### src/rtl/div_pkg.sv
// Shared definitions for the restoring divider.
//   state_t           : divider FSM state encoding (IDLE, RUN)
//   DIV_ZERO_QUOTIENT : quotient reported for a zero divisor (all ones).
//                       It is held at 64 bits so that any divider up to
//                       64 bits wide can slice off the width it needs.
package div_pkg;

  typedef enum logic {
    IDLE = 1'b0,
    RUN  = 1'b1
  } state_t;

  localparam int MAX_WIDTH = 64;
  localparam logic [MAX_WIDTH-1:0] DIV_ZERO_QUOTIENT = '1;

endpackage

### src/rtl/add_sub_core.sv
// Combinational ripple-carry adder/subtractor.
//   a, b : WIDTH-bit operands
//   sub  : 0 -> sum = a + b, 1 -> sum = a - b (computed as a + ~b + 1)
//   sum  : WIDTH-bit result
//   cout : carry out of the top bit; when subtracting it means "no borrow"
module add_sub_core #(
  parameter int WIDTH = 9
) (
  input  logic [WIDTH-1:0] a,
  input  logic [WIDTH-1:0] b,
  input  logic             sub,
  output logic [WIDTH-1:0] sum,
  output logic             cout
);

  // Ripple the carry bit by bit. The sub select both inverts b and supplies
  // the +1 through the carry-in, giving two's-complement subtraction.
  always_comb begin
    logic carry;
    logic bx;
    sum   = '0;
    carry = sub;
    for (int i = 0; i < WIDTH; i++) begin
      bx     = b[i] ^ sub;
      sum[i] = a[i] ^ bx ^ carry;
      carry  = (a[i] & bx) | (a[i] & carry) | (bx & carry);
    end
    cout = carry;
  end

endmodule

### src/rtl/div_restoring_8.sv
// Sequential unsigned restoring divider, one quotient bit per clock.
//   clk, rst_n          : clock and asynchronous active-low reset
//   start               : begin a division (accepted only when idle)
//   dividend, divisor   : WIDTH-bit unsigned operands, captured on accept
//   quotient, remainder : registered results, held until the next completion
//   busy                : high while a division is in progress
//   done                : one-cycle pulse when results become valid
//   div_by_zero         : set together with done when the divisor was zero
module div_restoring_8
  import div_pkg::*;
#(
  parameter int WIDTH = 8
) (
  input  logic             clk,
  input  logic             rst_n,
  input  logic             start,
  input  logic [WIDTH-1:0] dividend,
  input  logic [WIDTH-1:0] divisor,
  output logic [WIDTH-1:0] quotient,
  output logic [WIDTH-1:0] remainder,
  output logic             busy,
  output logic             done,
  output logic             div_by_zero
);

  localparam int CNT_W = (WIDTH > 1) ? $clog2(WIDTH) : 1;

  state_t           state;
  logic [CNT_W-1:0] count;
  logic [WIDTH-1:0] dvd_sh;
  logic [WIDTH-1:0] dsr;
  logic [WIDTH-1:0] rem;
  logic             zero_div;

  logic [WIDTH:0]   partial;
  logic [WIDTH:0]   trial;
  logic [WIDTH:0]   next_p;
  logic             no_borrow;
  logic [WIDTH-1:0] rem_next;
  logic [WIDTH-1:0] dvd_next;
  logic             unused_msb;

  // Shift the next dividend bit into the running remainder.
  assign partial = {rem, dvd_sh[WIDTH-1]};

  add_sub_core #(
    .WIDTH(WIDTH + 1)
  ) u_trial (
    .a   (partial),
    .b   ({1'b0, dsr}),
    .sub (1'b1),
    .sum (trial),
    .cout(no_borrow)
  );

  // Keep the trial difference only when it did not borrow. Either way the
  // selected value is below the divisor, so its top bit is always zero.
  assign next_p     = no_borrow ? trial : partial;
  assign rem_next   = next_p[WIDTH-1:0];
  assign unused_msb = next_p[WIDTH];

  // Dividend bits leave at the top while quotient bits enter at the bottom,
  // so after WIDTH iterations the shift register holds the quotient.
  assign dvd_next = {dvd_sh[WIDTH-2:0], no_borrow};

  // Divider FSM: capture operands in IDLE, iterate in RUN, publish results
  // and pulse done on the last iteration.
  always_ff @(posedge clk or negedge rst_n) begin
    if (!rst_n) begin
      state       <= IDLE;
      count       <= '0;
      dvd_sh      <= '0;
      dsr         <= '0;
      rem         <= '0;
      zero_div    <= 1'b0;
      quotient    <= '0;
      remainder   <= '0;
      busy        <= 1'b0;
      done        <= 1'b0;
      div_by_zero <= 1'b0;
    end else begin
      done <= 1'b0;
      case (state)
        IDLE: begin
          if (start) begin
            dvd_sh      <= dividend;
            dsr         <= divisor;
            rem         <= '0;
            count       <= '0;
            zero_div    <= (divisor == '0);
            busy        <= 1'b1;
            div_by_zero <= 1'b0;
            state       <= RUN;
          end
        end
        RUN: begin
          if (zero_div) begin
            // A zero divisor skips the iterations and finishes after one cycle.
            quotient    <= DIV_ZERO_QUOTIENT[WIDTH-1:0];
            remainder   <= dvd_sh;
            div_by_zero <= 1'b1;
            done        <= 1'b1;
            busy        <= 1'b0;
            state       <= IDLE;
          end else begin
            rem    <= rem_next;
            dvd_sh <= dvd_next;
            count  <= count + 1'b1;
            if (count == CNT_W'(WIDTH - 1)) begin
              quotient  <= dvd_next;
              remainder <= rem_next;
              done      <= 1'b1;
              busy      <= 1'b0;
              state     <= IDLE;
            end
          end
        end
        default: state <= IDLE;
      endcase
    end
  end

endmodule

### config.mk
export PLATFORM = sky130hd
export DESIGN_NAME = div_restoring_8
export DESIGN_NICKNAME = d
export VERILOG_FILES = /design/src/rtl/div_pkg.sv /design/src/rtl/add_sub_core.sv /design/src/rtl/div_restoring_8.sv
export SDC_FILE = /design/constraint.sdc
export NUM_CORES = 1
export LEC_CHECK = 0
export ABC_CLOCK_PERIOD_IN_PS = 4200
export BUFFER_PORTS_ARGS = -buffer_cell sky130_fd_sc_hd__buf_2
export CELL_PAD_IN_SITES_DETAIL_PLACEMENT = 1
export CELL_PAD_IN_SITES_GLOBAL_PLACEMENT = 1
export CORE_ASPECT_RATIO = 0.75
export CORE_MARGIN = 1.5
export CORE_UTILIZATION = 40
export DETAILED_ROUTE_END_ITERATION = 6
export GPL_ROUTABILITY_DRIVEN = 0
export PLACE_DENSITY = 0.77
export SYNTH_ARGS = -nofsm -noshare
export SYNTH_HDL_FRONTEND = slang
export SYNTH_HIERARCHICAL = 1
export SYNTH_SLANG_ARGS = --single-unit
### constraint.sdc
create_clock -name clk -period 4.2 [get_ports clk]
set_input_delay 0.21 -clock clk [delete_from_list [all_inputs] [get_ports clk]]
set_output_delay 0.21 -clock clk [all_outputs]
set_load 0.01 [all_outputs]
==> reports/metrics.cfg, run 1 <==
[finish]
antenna_cells=0
multi_input_area_sq_um=1170
register_area_sq_um=1200
drive_gt1_frac=0.305
stdcell_count=337
syn2layout_area_growth_pct=19.7
final_common_cell=dfrtp_1
fill_cells=647
final_nets=287
final_cell_mix=48 x dfrtp_1, 37 x buf_2, 16 x inv_1

[sta]
fin_tns_setup_ps=0
max_freq_ghz=0.242
hold_viol_final=0
skew_ps=8.71
setup_viol=0
slew-limit-headroom=0.271
rsz0062_at_grt=true
timing.final.crit_share=0.983
post-route-min-period_ps=4130
drv_slew=0
tightestPinTransition_ps=1090

[yosys]
synth_area_per_cell_sq_um=11.3
syn_area_sq_um=2450
synth_cells=217
yosys_warnings=6
syn-num-nets=246
synth.distinct_cells=31
ys_seq_area_frac=0.489
synth_seq_cells=48

[floorplanning]
pin_count=38
rows=24
fp.coreArea_sq_um=5860
die_w_um=93.5
die-area_sq_um=6620
dieHeight_um=70.8
initial_core_util=0.419

[pwr]
p_leak_nw=1.39
powerDensity_nw_per_um2=891
ir_drop_mv=0.353

[placed_design]
place_inst=326
port_buffers=37
dp_hpwl_um=4060

[route]
first_iter_violations=54
avgRoutedWirePerCell_um=17.3
vias=1752
drc=0
postRouteAntennaNets=0
viasPerCell=5.20
wl_um=5840
drtPass1Iterations=6

[clock_network]
cts-hold-fix-buffers=0
clock-sinks=48
root_buffer=clkbuf_8
numCtsBuffers=5
cts_buffer_depth=2
htree_levels=2
clkTransAtPathRegs_ps=90
clkLatencyLatePin_ps=300
tritoncts=built

[setup_path]
start_kind=register
r2r-start=dsr[0]
arrival_ps=4310
worstPathRequired_ps=4380
worstSetupEndpointType=register
cp_max_fo=4
crit_path_start=dsr[0]
path_class=reg -> reg

[global_route]
overflow=0
first_global_vias=1849
grt_max_degree=49
antenna_found_initial=0
grt_usage=0.193
grt_pass1_wl_um=9650

[run]
drv_cap=0

[hold_path]
worstHoldPathType=in -> async

[outcome]
status=completed

## flip-flops by register name (all words and copies together), names as in the netlist
signal	count
dsr	8
dvd_sh	8
quotient	8
rem	8
remainder	8
count	3
busy	1
div_by_zero	1
done	1
state	1
zero_div	1
## what timing repair did
item / in CTS / in global routing
buffers inserted: 1 / 2
endpoints found under the setup margin: 14 / 10
pin swaps: 1 / 3
gates resized for setup: 9 / 12
## worst max-delay path, cell delays in order (launching register included)
cell	delay, ps
dfrtp_1	400
mux2_4	210
fa_1	170
inv_1	70
fa_2	420
fa_2	350
fa_2	340
fa_2	340
fa_2	340
fa_2	340
inv_2	60
fa_2	270
buf_4	160
mux2i_2	220
a211oi_1	110
a21o_1	210
## cells in the mapped netlist
master / number / area, sq um
nand2b_1: 2 / 12.5
buf_6: 3 / 33.8
nor2b_1: 7 / 43.8
xnor2_1: 6 / 52.6
a21oi_1: 9 / 45.0
a211oi_1: 6 / 45.0
xor2_1: 3 / 26.3
clkbuf_1: 3 / 11.3
o21ai_0: 2 / 10.0
fa_1: 8 / 160
conb_1: 2 / 7.51
inv_2: 1 / 3.75
mux2_2: 1 / 11.3
o21ai_1: 9 / 45.0
o2bb2ai_1: 6 / 52.6
nor4_1: 2 / 12.5
nand2_1: 5 / 18.8
o21ai_2: 5 / 43.8
a22o_1: 4 / 35.0
o22ai_1: 8 / 50.1
inv_1: 17 / 63.8
nand3_1: 9 / 45.0
buf_4: 2 / 15.0
dfrtp_1: 48 / 1200
ha_1: 2 / 25.0
nor2_1: 8 / 30.0
buf_2: 6 / 30.0
a21o_1: 6 / 45.0
and2_1: 1 / 6.26
mux2_1: 10 / 113
mux2i_1: 16 / 160
## path summary, 6_finish.rpt
kind | to | slack (ps) | cells past startpoint
worst max-delay path | remainder[0] | 70 | 15
worst min register to register | remainder[4] | 490 | 1
worst max register to register | remainder[0] | 70 | 15
max in group asynchronous | rem[7] | 3410 | 1
worst min-delay path | remainder[6] | 100 | 1
min in group clk | div_by_zero | 130 | 2
## power breakdown
group	internal, W	switching, W
clock network	0.000210	0.000160
registers	0.000684	0.000177
logic	0.000679	0.000708
total	0.00157	0.00104
## stage by stage
| stage | instance area (sq um) | power (W) | setup slack [ps] | utilization | hold slack (ps) |
|---|---|---|---|---|---|
| floorplan | 2450 | 0.00166 | 70.2 | - | -85.6 |
| global placement | 2710 | 0.00200 | -90.1 | 0.462 | 439 |
| detailed placement | 2710 | 0.00206 | -230 | 0.462 | 446 |
| CTS | 2870 | 0.00252 | 42.8 | 0.491 | 117 |
| global route | 2940 | 0.00282 | -67.8 | 0.502 | 125 |
| finish | 2940 | 0.00262 | 71.5 | 0.502 | 101 |
## final cells by class
class	instances	share of cell area
tap	78	0.0332
clock inverter	1	0.0102
timing repair buffer	48	0.0937
sequential	48	0.409
clock buffer	7	0.0328
inverter	18	0.0230
multi-input combinational	137	0.398
## per-layer routing
layer  up-vias  track usage  routed length (um)
li1        831            -                   -
met1       887        0.297                3020
met2        32        0.279                2620
met3         2       0.0387                 175
met4         0       0.0455                  24
met5         -            0                   0
## cells by family (layout without fill, tap and decap cells)
group,after synthesis,count (layout),synth area share
other cells,2,2,0.00306
compound gates,55,55,0.151
fa+ha+maj,10,10,0.0754
simple gates,34,34,0.0688
xor+xnor,9,9,0.0321
buf+inv,32,74,0.0642
flops,48,48,0.489
mux,27,27,0.116
Power figures use the tool's default switching activity.
==> inputs of run 2 (changes only) <==
ABC_CLOCK_PERIOD_IN_PS = 4090   (was 4200)
CELL_PAD_IN_SITES_GLOBAL_PLACEMENT = 2   (was 1)
CORE_UTILIZATION = 37   (was 40)
PLACE_DENSITY = 0.81   (was 0.77)
clock period = 4.09 ns   (was 4.2 ns; I/O delays follow)
==> reports/metrics.cfg, run 2 (synthesis gave the netlist of run 1 again) <==
[route]
drtPass1Iterations=4
vias=1735
first_iter_violations=42
postRouteAntennaNets=0
wl_um=5910
drc=0
avgRoutedWirePerCell_um=17.2
viasPerCell=5.06

[setup_path]
arrival_ps=4250
cp_cell_sequence=mux2_4, fa_2, inv_2, fa_2, fa_2, fa_2, fa_2, fa_2, fa_2, inv_2, fa_2, buf_12, mux2i_4, a211oi_1, a21o_1
reg2reg_depth=15
start_kind=register
worstPathRequired_ps=4280
slowest_delay_ps=400
r2r_setup_slack_ps=30
rr_endpoint=remainder[4]
path_class=reg -> reg
cp_num_buf_inv=3
worstSetupEndpointType=register
r2r-start=dsr[0]
cp_max_fo=7
cpMostUsedCell=fa_2
critical-path-top-delay-family=adder cells
cp_slowest_cell=dfrtp_1

[sta]
timing.final.crit_share=0.992
max_freq_ghz=0.246
slew-limit-headroom=0.275
skew_ps=8.95
fin_hold_ws_ps=101
hold_viol_final=0
tightestPinTransition_ps=1090
drv_slew=0
setup_viol=0
timing.final.ws_setup_ps=32.9
post-route-min-period_ps=4060
rsz0062_at_grt=true

[placed_design]
preCtsSetupSlack_ps=-342
port_buffers=37
dp_hpwl_um=4060
dpl-instance-area_sq_um=2740

[outcome]
status=completed

[floorplanning]
dieHeight_um=73.5
pin_count=38
rows=25
die_w_um=97.1
fp.coreArea_sq_um=6350
initial_core_util=0.387
die-area_sq_um=7140

[finish]
final_cell_mix=48 x dfrtp_1, 37 x buf_2, 15 x inv_1
fill_cells=695
syn2layout_area_growth_pct=20.5
design_area_sq_um=2960
final_nets=290
drive_gt1_frac=0.321
final_common_cell=dfrtp_1
antenna_cells=0

[pwr]
powerDensity_nw_per_um2=918
p_leak_nw=1.39
ir_drop_mv=0.294

[clock_network]
tritoncts=built
root_buffer=clkbuf_8
clkLatencyLatePin_ps=300
clock-sinks=48
clkTransAtPathRegs_ps=90
htree_levels=2
cts_buffer_depth=2
numCtsBuffers=5

[run]
drv_cap=0

[global_route]
antenna_found_initial=0
grt_max_degree=49
first_global_vias=1849
overflow=0
grt_usage=0.178
grt_pass1_wl_um=9760

[hold_path]
worstHoldPathType=in -> async

[run 2: cell count changes in the layout (fill, tap and decap cells not counted), sizes merged]
cell / change
buf: +3
bufinv: -1
clkbuf: +1
[run 2: per-stage QoR]
stage	utilization	setup TNS (ps)	total power (W)	cells
finish	0.466	0	0.00271	343
global route	0.466	-719	0.00297	343
CTS	0.459	0	0.00263	343
detailed placement	0.432	-3390	0.00216	333
global placement	0.432	-1640	0.00211	333
floorplan	-	0	0.00171	217
[run 2: worst max path at each step]
stage | from | to | slack (ps) | cells past startpoint
final | dsr[0] | remainder[4] | 30 | 15
after global routing | dsr[0] | remainder[2] | -90 | 15
after CTS | dsr[0] | remainder[4] | 30 | 15
after detailed placement | dsr[1] | remainder[4] | -340 | 15
after global placement | dsr[1] | remainder[4] | -220 | 15
after floorplan | dsr[0] | remainder[6] | 10 | 15
[run 2: timing repair]
| action | CTS | global route |
|---|---|---|
| hold buffers | 0 | 0 |
| endpoints found under the hold margin | 0 | 0 |
| endpoints found under the setup margin | 16 | 15 |
| gates resized for setup | 19 | 11 |
| setup buffers | 2 | 0 |
| pin swaps | 1 | 1 |
[run 2: area by class of cell]
class | count | area (sq um) | area share
flip-flops and latches | 48 | 1200 | 0.406
clock buffers | 8 | 90.1 | 0.0305
inverters | 18 | 67.6 | 0.0228
well taps | 81 | 101 | 0.0343
repair buffers | 51 | 310 | 0.105
multi-input cells | 137 | 1190 | 0.401
[run 2: worst register-to-register path: stages, from the launching register on]
cell and delay, ps:
dfrtp_1 400, mux2_4 210, fa_2 190, inv_2 40, fa_2 340, fa_2 350, fa_2 350, fa_2 350
fa_2 340, fa_2 340, inv_2 60, fa_2 260, buf_12 160, mux2i_4 260, a211oi_1 110, a21o_1 190
[run 2: layer usage]
| layer | vias up | GRT usage | part of all wire |
|---|---|---|---|
| met5 | - | 0 | 0 |
| met4 | 0 | 0.0386 | 0.0076 |
| met3 | 6 | 0.0390 | 0.042 |
| met2 | 37 | 0.274 | 0.43 |
| met1 | 857 | 0.260 | 0.52 |
| li1 | 835 | - | - |
[run 2: where the power goes]
| group | switching [W] | leakage (nW) | total (W) | internal [W] |
|---|---|---|---|---|
| Clock | 0.000154 | 0.0455 | 0.000292 | 0.000138 |
| Combinational | 0.000756 | 0.759 | 0.00154 | 0.000786 |
| Sequential | 0.000177 | 0.587 | 0.000880 | 0.000702 |
| Total | 0.00109 | 1.39 | 0.00271 | 0.00163 |
